==> config.mk <==
export PLATFORM = sky130hd
export DESIGN_NAME = sub_bytes_seq
export DESIGN_NICKNAME = d
export VERILOG_FILES = /design/src/rtl/sub_bytes_seq.sv
export SDC_FILE = /design/constraint.sdc
export NUM_CORES = 2
export LEC_CHECK = 0
export ABC_AREA = 0
export CORE_ASPECT_RATIO = 0.9
export CORE_MARGIN = 2
export CORE_UTILIZATION = 40
export DETAILED_ROUTE_END_ITERATION = 7
export GPL_ROUTABILITY_DRIVEN = 0
export HOLD_SLACK_MARGIN = 0.1
export SLEW_MARGIN = 40
export SYNTH_ARGS = -nofsm -noshare
export SYNTH_HDL_FRONTEND = slang
export SYNTH_SLANG_ARGS = --single-unit
==> constraint.sdc <==
create_clock -name clk -period 27.5 [get_ports clk]
set_input_delay 6.875 -clock clk [delete_from_list [all_inputs] [get_ports clk]]
set_output_delay 6.875 -clock clk [all_outputs]
set_load 0.02 [all_outputs]
==> src/rtl/sub_bytes_seq.sv <==
// sub_bytes_seq: iterative AES SubBytes over LANES bytes per cycle; define SBOX_INV_EN to add inverse S-boxes.
package sub_bytes_pkg;
  function automatic logic [7:0] gmul(input logic [7:0] a, input logic [7:0] b);
    logic [7:0] p, x;
    p = '0;
    x = a;
    for (int i = 0; i < 8; i++) begin
      p = b[i] ? p ^ x : p;
      x = {x[6:0], 1'b0} ^ (x[7] ? 8'h1b : 8'h00);
    end
    return p;
  endfunction
  // x^254 is the multiplicative inverse in GF(2^8), and maps 0 to 0
  function automatic logic [7:0] ginv(input logic [7:0] x);
    logic [7:0] s, r;
    s = x;
    r = 8'h01;
    for (int i = 0; i < 7; i++) begin
      s = gmul(s, s);
      r = gmul(r, s);
    end
    return r;
  endfunction
  function automatic logic [7:0] rotl(input logic [7:0] x, input int n);
    return (x << n) | (x >> (8 - n));
  endfunction
endpackage

module S_box (
  input  logic [7:0] i_a,
  output logic [7:0] o_s
);
  import sub_bytes_pkg::*;
  logic [7:0] w_b;
  assign w_b = ginv(i_a);
  assign o_s = w_b ^ rotl(w_b, 1) ^ rotl(w_b, 2) ^ rotl(w_b, 3) ^ rotl(w_b, 4) ^ 8'h63;
endmodule

module inv_S_box (
  input  logic [7:0] i_a,
  output logic [7:0] o_s
);
  import sub_bytes_pkg::*;
  assign o_s = ginv(rotl(i_a, 1) ^ rotl(i_a, 3) ^ rotl(i_a, 6) ^ 8'h05);
endmodule

module sub_bytes_seq #(
  parameter int LANES = 4
) (
  input  logic         clk,
  input  logic         rst,
  input  logic         start,
  input  logic         inv,
  input  logic [127:0] state_in,
  output logic         busy,
  output logic         done,
  output logic [127:0] state_out
);
  localparam int BEATS = 16 / LANES;
  localparam int CW = BEATS > 1 ? $clog2(BEATS) : 1;
  if (!(LANES == 1 || LANES == 2 || LANES == 4 || LANES == 8 || LANES == 16)) begin : g_bad_lanes
    $error("sub_bytes_seq: LANES must be 1, 2, 4, 8 or 16");
  end
  typedef enum logic [1:0] {IDLE, RUN, DONE} state_t;
  state_t r_st;
  logic [CW-1:0] r_cnt;
  logic [127:0] r_data, w_next;
  logic [7:0] w_cur [16];
  logic [7:0] w_in [LANES];
  logic [7:0] w_fwd [LANES];
  logic [7:0] w_sub [LANES];
  logic [3:0] w_base;
  logic w_last;
  assign w_base = 4'(int'(r_cnt) * LANES);
  assign w_last = r_cnt == CW'(BEATS - 1);
  for (genvar b = 0; b < 16; b++) begin : g_byte
    assign w_cur[b] = r_data[127-8*b -: 8];
  end
`ifdef SBOX_INV_EN
  logic r_mode;
  logic [7:0] w_rev [LANES];
`else
  logic w_unused_inv;
  assign w_unused_inv = inv;
`endif
  for (genvar j = 0; j < LANES; j++) begin : g_lane
    assign w_in[j] = w_cur[w_base + 4'(j)];
    S_box u_fwd (.i_a(w_in[j]), .o_s(w_fwd[j]));
`ifdef SBOX_INV_EN
    inv_S_box u_rev (.i_a(w_in[j]), .o_s(w_rev[j]));
    assign w_sub[j] = r_mode ? w_rev[j] : w_fwd[j];
`else
    assign w_sub[j] = w_fwd[j];
`endif
  end
  always_comb begin
    w_next = r_data;
    for (int j = 0; j < LANES; j++) w_next[127-8*(int'(w_base)+j) -: 8] = w_sub[j];
  end
  always_ff @(posedge clk or posedge rst) begin
    if (rst) begin
      r_st   <= IDLE;
      r_cnt  <= '0;
      r_data <= '0;
`ifdef SBOX_INV_EN
      r_mode <= 1'b0;
`endif
    end else begin
      case (r_st)
        IDLE: if (start) begin
          r_st   <= RUN;
          r_cnt  <= '0;
          r_data <= state_in;
`ifdef SBOX_INV_EN
          r_mode <= inv;
`endif
        end
        RUN: begin
          r_data <= w_next;
          r_cnt  <= w_last ? '0 : r_cnt + 1'b1;
          r_st   <= w_last ? DONE : RUN;
        end
        default: r_st <= IDLE;
      endcase
    end
  end
  assign busy = r_st != IDLE;
  assign done = r_st == DONE;
  assign state_out = r_data;
endmodule

* Word level (Yosys, flattened, before mapping)
Cells that the tools add are included.
** Word-level totals
- Register bits :: 132
** Cells by class
- Reduce and logical (&&, ||, !) cells :: 4
- Shift operators :: 8
- Muxes and demuxes :: 836
- Bitwise logic cells :: 796
- Equality and inequality tests :: 4
- $lt $le $gt $ge :: 4
- Add/sub/neg operators :: 15
** Operator list (count)
- XOR 8 bit :: 744
- two-way mux 8 bit :: 428
- two-way mux 5 bit :: 368
- variable shift 8 x 33 -> 135 bit, first input constant :: 4
- variable part select 8 x 33 -> 135 bit :: 4
- bitwise mux 128 bit :: 4
- one-hot mux 128 bit (2 select lines) :: 1
- binary-select mux 8 bit (select 4 bit) :: 4
- two-way mux 128 bit :: 1
- negation 9 -> 33 bit :: 3
- negation 8 -> 33 bit :: 1
- OR 8 x 1 -> 8 bit :: 4
- OR 8 x 2 -> 8 bit :: 4
- OR 8 x 3 -> 8 bit :: 4
- OR 8 x 4 -> 8 bit :: 4
- two-way mux 7 bit :: 4
- NOT 1 bit, first input constant :: 28
- subtractor 7 x 8 -> 9 bit, first input constant :: 3
- two-way mux 6 bit :: 4
- greater-or-equal comparator 5 bit, second input constant :: 4
- NOT 4 -> 5 bit :: 4
- two-way mux 2 bit :: 8
- two-way mux 4 bit :: 4
- NOT 4 bit :: 4
- other kinds (15) :: 26

* Longest topological paths before layout
- Depth in word-level cells :: 143
- Depth in mapped cells :: 74
- Gate-level depth less buffers :: 60

* Hierarchy
Synthesis repeated with hierarchy kept, for this count alone.
** Unflattened totals
- Cells, all modules :: 8994
- Area total of the unflattened synthesis :: 71137.0 sq um
** By module, submodules not included
- S_box (g_lane[1].u_fwd ...) :: times used 3, cells an instance 2134, area each 16081.7 sq um, seq. area each 0.0 sq um
- S_box (g_lane[0].u_fwd) :: times used 1, cells an instance 2045, area each 15287.2 sq um, seq. area each 0.0 sq um
- sub_bytes_seq :: times used 1, cells an instance 547, area each 7604.8 sq um, seq. area each 3303.2 sq um

* Worst setup path before layout
Ideal clock, no wire load.
- Kind :: reg-to-reg
- From :: register r_cnt[0]
- To :: register r_data[106], in the netlist state_out[106]
- Path buffers :: 13
- Slack :: 10.730 ns
- Data arrival time :: 16.643 ns
- Cell stages (with the launch flop) :: 72
- Period minus slack after synthesis :: 16.770 ns
- Cells stage by stage :: dfrtp_1 > buf_6 > buf_6 > mux4_2 > buf_2 > buf_4 > ha_1 > clkbuf_1 > nand2_1 > xnor2_2 > clkinv_1 > clkbuf_1 > ha_1 > buf_1 > xnor2_1 > mux2i_4 > xor2_1 > inv_2 > [36 not listed] > mux4_2 > xnor2_1 > a221oi_1 > xnor2_1 > buf_2 > nand3_1 > a31oi_1 > a21oi_1 > nor3b_1 > o22ai_1 > xnor2_1 > a211oi_1 > nor3_1 > xnor3_1 > xnor2_2 > xnor3_1 > a221oi_1 > nor2_1
** Between the ends
- Longest elaborated chain between the ends :: 140
- Elaborated cells on any way between the ends :: 1619
** RTL lines
- from (decl) :: line 66 : logic [CW-1:0] r_cnt;
- from (signal assigned) :: line 120 : r_cnt <= w_last ? '0 : r_cnt + 1'b1;
- adder 4 x 1 -> 4 bit or NOT 4 -> 5 bit (tied branches) :: line 87 : assign w_in[j] = w_cur[w_base + 4'(j)];
- NOT 4 -> 5 bit (implied by the code) or binary-select mux 8 bit (select 4 bit) (tied branches) :: line 87
- binary-select mux 8 bit (select 4 bit) or two-way mux 8 bit (tied branches) :: line 87
- two-way mux 8 bit (implied by the code) :: line 87
- two-way mux 8 bit (implied by the code), or another cell as far along :: line 87
- two-way mux 5 bit, or another cell as far along :: line 9 : x = {x[6:0], 1'b0} ^ (x[7] ? 8'h1b : 8'h00);
- XOR 8 bit, or another cell as far along :: line 9
- XOR 8 bit or two-way mux 8 bit (tied branches) :: line 8 : p = b[i] ? p ^ x : p;
- [121 not listed]
- OR 8 x 1 -> 8 bit or XOR 8 bit (tied branches) :: line 25, 36
- XOR 8 bit (3 in a row) :: line 36 : assign o_s = w_b ^ rotl(w_b, 1) ^ rotl(w_b, 2) ^ rotl(w_b, 3) ^ rotl(w_b, 4) ^ 8'h63;
- XOR 8 bit or NOT 4 bit (tied branches)
- NOT 4 bit (no source line) or variable part select 8 x 33 -> 135 bit (tied branches)
- variable part select 8 x 33 -> 135 bit or bitwise mux 128 bit (tied branches) :: line 98 : for (int j = 0; j < LANES; j++) w_next[127-8*(int'(w_base)+j) -: 8] = w_sub[j];
- bitwise mux 128 bit (2 in a row) :: line 98
- bitwise mux 128 bit (*) :: line 98
- one-hot mux 128 bit (2 select lines) (*) :: line 109 : case (r_st)
- to (signal assigned) :: line 113 : r_data <= state_in;
- to (signal assigned) :: line 119 : r_data <= w_next;
- to (decl) :: line 67 : logic [127:0] r_data, w_next;
Mark *: on every way between the ends. The rest lies on a longest branch, timed or not. The select of a mux whose other input is x is not followed.
A chain may end at the register's enable or synchronous reset.

* Worst setup path in the final report
- From :: register r_cnt[0]
- To :: register r_data[29], in the netlist state_out[29]
Same word-level chain as after synthesis.

==> results summary <==
The first global-routing pass estimated 335000 microns of wire. The floorplan has 139 rows. The number of nets produced by synthesis is 8867.

Timing analysis after detailed placement gives a worst setup slack of approximately 6.6 ns. Summing the areas of all xor and xnor instances in the mapped netlist gives a little over two fifths of the synthesized area. The max-slew headroom at the worst pin came out at 37.3%. The maximum clock path buffer count is 2.

The die covers 0.163 sq mm. In the final layout, flip-flops and latches occupy 0.00331 sq mm. The count of endpoints failing hold in the final timing report is 0. The clock-pin slew of the registers on the worst-case setup and hold paths is around 0.07 ns.

The post-CTS repair timing setup buffer count came out at 0. The portion of the post-synthesis area used by sequential elements is 5.17%. The warning count from the yosys run came out at 0. The number of buffers and inverters on the critical path is 5. The path class of the tightest hold or removal check is register to register. The async set or reset register ratio after synthesis came out at 100%. For this configuration, the core starts out at a cell density of 40.2%. For the pin with the worst max-slew slack, the measured transition is 0.929 ns. The number of gates on the worst path with buffers counted came out at 59. By startpoint and endpoint, the worst setup path is classified as register to register. In this run, the number of DRC markers left after iteration 0 of detailed routing was 6692. STA classifies the critical path endpoint as a register. The layout overhead on the synthesized area is 9.45%. Setup violations remaining at the end of the flow were counted as 0. The fraction of the cycle the final worst path needs is 76.3%. Clock tree synthesis inserted a total of 17 buffers. The worst hold path was traced through 2 stages. The number of enable flip-flop cells after synthesis came out at 0. The cell sitting at the root of the clock tree is a sky130_fd_sc_hd__clkbuf_16.

sky130_fd_sc_hd__xnor2_1 takes more of the synthesized area than any other cell. The critical path's most frequent cell is sky130_fd_sc_hd__xnor2_1. Yosys instantiated no cell more often than sky130_fd_sc_hd__xnor2_1.

The area of the placeable core came out at 0.159 sq mm. 262 I/O pins were placed. The critical path's top delay family is XOR/XNOR gates. The mapped netlist covers 0.0638 sq mm. Hold repair after CTS inserted 0 buffers.

The count of pins over their slew limit is 0. The total congestion overflow after global routing came out at 0. The post-route minimum period is around 21 ns. The first-pass iteration count of the detailed router came out at 7. The final core utilization is roughly 44%. Summing the areas of all and, or, nand and nor instances in the mapped netlist gives about 21% of the synthesized area. The die extent in x is 425 microns. The post-synthesis share of cell area spent on full adders, half adders and majority gates came out at 0.659%. The depth of the worst register-to-register path is 59.

The share of the synthesized area in compound gates (AO/OA/AOI/OAI) is between 10% and 20%. The insertion delay to the later sink of the worst-skew pair is 0.54 ns. The fraction of layout instances using a drive strength above 1 is 9.20%. In the post-synthesis netlist, the biggest area contributors are sky130_fd_sc_hd__xnor2_1 (24%), sky130_fd_sc_hd__nor2_1 (7.8%), sky130_fd_sc_hd__xnor3_1 (7.7%). The synthesized netlist contains ~130 unique library cells. After synthesis, the largest family of logic cells by area is XOR/XNOR gates.

The die boundary height came out at 383 microns. The remaining number of nets flagged by the antenna check after routing is 0. After synthesis, the largest area contributor takes up 23.6% of total cell area. The final setup slack of the worst path is between 6 and 7 ns. The slowest library cell on the worst path is sky130_fd_sc_hd__ha_1. The post-detailed-routing wire length came out at 215000 microns. Measured against the total synthesized area, the mux share comes to 4.87%.

The multi-input combinational cells in the finished layout cover a total of 0.0581 sq mm. The average cell area after synthesis is about 7.3 sq um. The maximum single-stage delay on the critical path is 0.83 ns. CTS saw 132 sinks. After detailed routing, the average wire length per cell comes to 20.0 microns. The achievable frequency came out at ~0.048 GHz.

The flow ran to the end, and the final reports show no timing, DRC or antenna violations. The pin count of the biggest net entering global routing is 70. The H-tree level count is 4. Setup repair after global routing left no endpoint under its margin. The half-perimeter wire length after detailed placement came out at roughly 150000 microns. The post-route DRC violation count is 0. The via count of the first global-routing pass is 57958. Adding up every negative setup slack in the final design gives 0 ns.

Across all hold checks on the routed design, the worst slack comes to 0.520 ns. TritonCTS built the clock tree. Data on the critical path is required at its endpoint by 27.95 ns.

Data arrives at the worst endpoint at 21.44 ns. The per-cell via count in the routed design is 5.84. The top fanout value on the critical path is 21. The routed layout has 62896 vias. The final-layout fill cell count came out at 16087. The total of buffers placed on input and output ports came out at 260. STA classifies the critical path startpoint as a register. The most common flop cell mapped by yosys is sky130_fd_sc_hd__dfrtp_1.

The count of instances resized after the clock tree is built is 0. The synthesized instance count came out at 8703. The flip-flop and latch count after synthesis is 132. The initial antenna violation count came out at 4. Global routing used roughly a quarter of the available tracks. The max-capacitance violation count came out at 0. The final worst clock skew came out at 0.0380 ns.

For this run, the post-layout net count is 8804. The commonest cells after synthesis are sky130_fd_sc_hd__xnor2_1 (1723), sky130_fd_sc_hd__nor2_1 (1320), sky130_fd_sc_hd__nand2_1 (827).
[per-layer routing]
layer	vias to the layer above	track usage [%]	wire length, microns
met5	-	0	0
met4	0	10.3	9390
met3	302	2.59	15100
met2	2455	39.4	96500
met1	30143	34.9	94000
li1	29996	-	-
[path summary, 6_finish.rpt]
check / to / start / slack [ns]
worst max-delay path: state_out[29] / r_cnt[0] / 6.51
worst min-delay path: state_out[43] / state_out[43] / 0.52
worst max register to register: state_out[29] / r_cnt[0] / 6.51
worst min register to register: state_out[43] / state_out[43] / 0.52
max in group asynchronous: r_cnt[0] / rst / 19.11
min in group asynchronous: state_out[2] / rst / 6.70
[layout by cell type, fill, tap and decap left out, types with 32 or more instances in the layout]
master,instances
sky130_fd_sc_hd__a211oi_1,92
sky130_fd_sc_hd__a21oi_1,496
sky130_fd_sc_hd__a221o_1,42
sky130_fd_sc_hd__a221oi_1,62
sky130_fd_sc_hd__a22oi_1,62
sky130_fd_sc_hd__a31oi_1,74
sky130_fd_sc_hd__and2_1,50
sky130_fd_sc_hd__and3_1,87
sky130_fd_sc_hd__buf_4,292
sky130_fd_sc_hd__clkdlybuf4s50_1,260
sky130_fd_sc_hd__dfrtp_1,130
sky130_fd_sc_hd__ha_1,32
sky130_fd_sc_hd__inv_1,81
sky130_fd_sc_hd__mux2_2,39
sky130_fd_sc_hd__mux2i_1,186
sky130_fd_sc_hd__mux4_2,34
sky130_fd_sc_hd__nand2_1,826
sky130_fd_sc_hd__nand2b_1,55
sky130_fd_sc_hd__nand3_1,196
sky130_fd_sc_hd__nand4_1,37
sky130_fd_sc_hd__nor2_1,1318
sky130_fd_sc_hd__nor2b_1,55
sky130_fd_sc_hd__nor3_1,184
sky130_fd_sc_hd__o211ai_1,63
sky130_fd_sc_hd__o21a_1,38
sky130_fd_sc_hd__o21ai_0,349
sky130_fd_sc_hd__o21ai_1,35
sky130_fd_sc_hd__o22ai_1,157
sky130_fd_sc_hd__o31ai_1,34
sky130_fd_sc_hd__or3_1,44
sky130_fd_sc_hd__xnor2_1,1651
sky130_fd_sc_hd__xnor2_2,177
sky130_fd_sc_hd__xnor3_1,213
sky130_fd_sc_hd__xor2_1,469
sky130_fd_sc_hd__xor2_2,47
[registers in the layout, indices dropped and copies added, names as in the netlist]
signal and flops:
r_cnt 2, r_st 2, state_out 128
[kinds of logic after synthesis]
| kind of cell | count (synthesis) |
|---|---|
| AND/OR/NAND/NOR | 3014 |
| XOR/XNOR | 2627 |
| AO/OA/AOI/OAI | 1881 |
| buffers and inverters | 753 |
| multiplexers | 262 |
| flip-flops | 132 |
| adder cells (fa/ha/maj) | 34 |
[area by class of cell]
cell class | instances | area share, %
tap | 2115 | 3.79
inverter | 115 | 0.625
multi-input combinational | 7818 | 83.1
sequential | 132 | 4.73
timing repair buffer | 556 | 6.93
clock inverter | 15 | 0.199
antenna | 4 | 0.0143
clock buffer | 17 | 0.609
[worst reg2reg max path, delay by kind of cell (launching register included)]
family / cells / cell delay (ns)
flip-flops: 1 / 0.70
XOR/XNOR: 15 / 6.07
AO/OA/AOI/OAI: 16 / 4.22
multiplexers: 4 / 1.71
adder cells (fa/ha/maj): 3 / 2.07
buffers and inverters: 5 / 1.62
AND/OR/NAND/NOR: 16 / 4.53
[metrics by stage]
step | std cells | instance area, sq um
floorplan | 8703 | 63800
global placement | 10733 | 68800
detailed placement | 10735 | 69100
CTS | 10767 | 69700
global route | 10771 | 69900
finish | 10772 | 69900
Power is not shown: default switching activity piles up to over one toggle a cycle in this logic, so the estimate is an artifact.
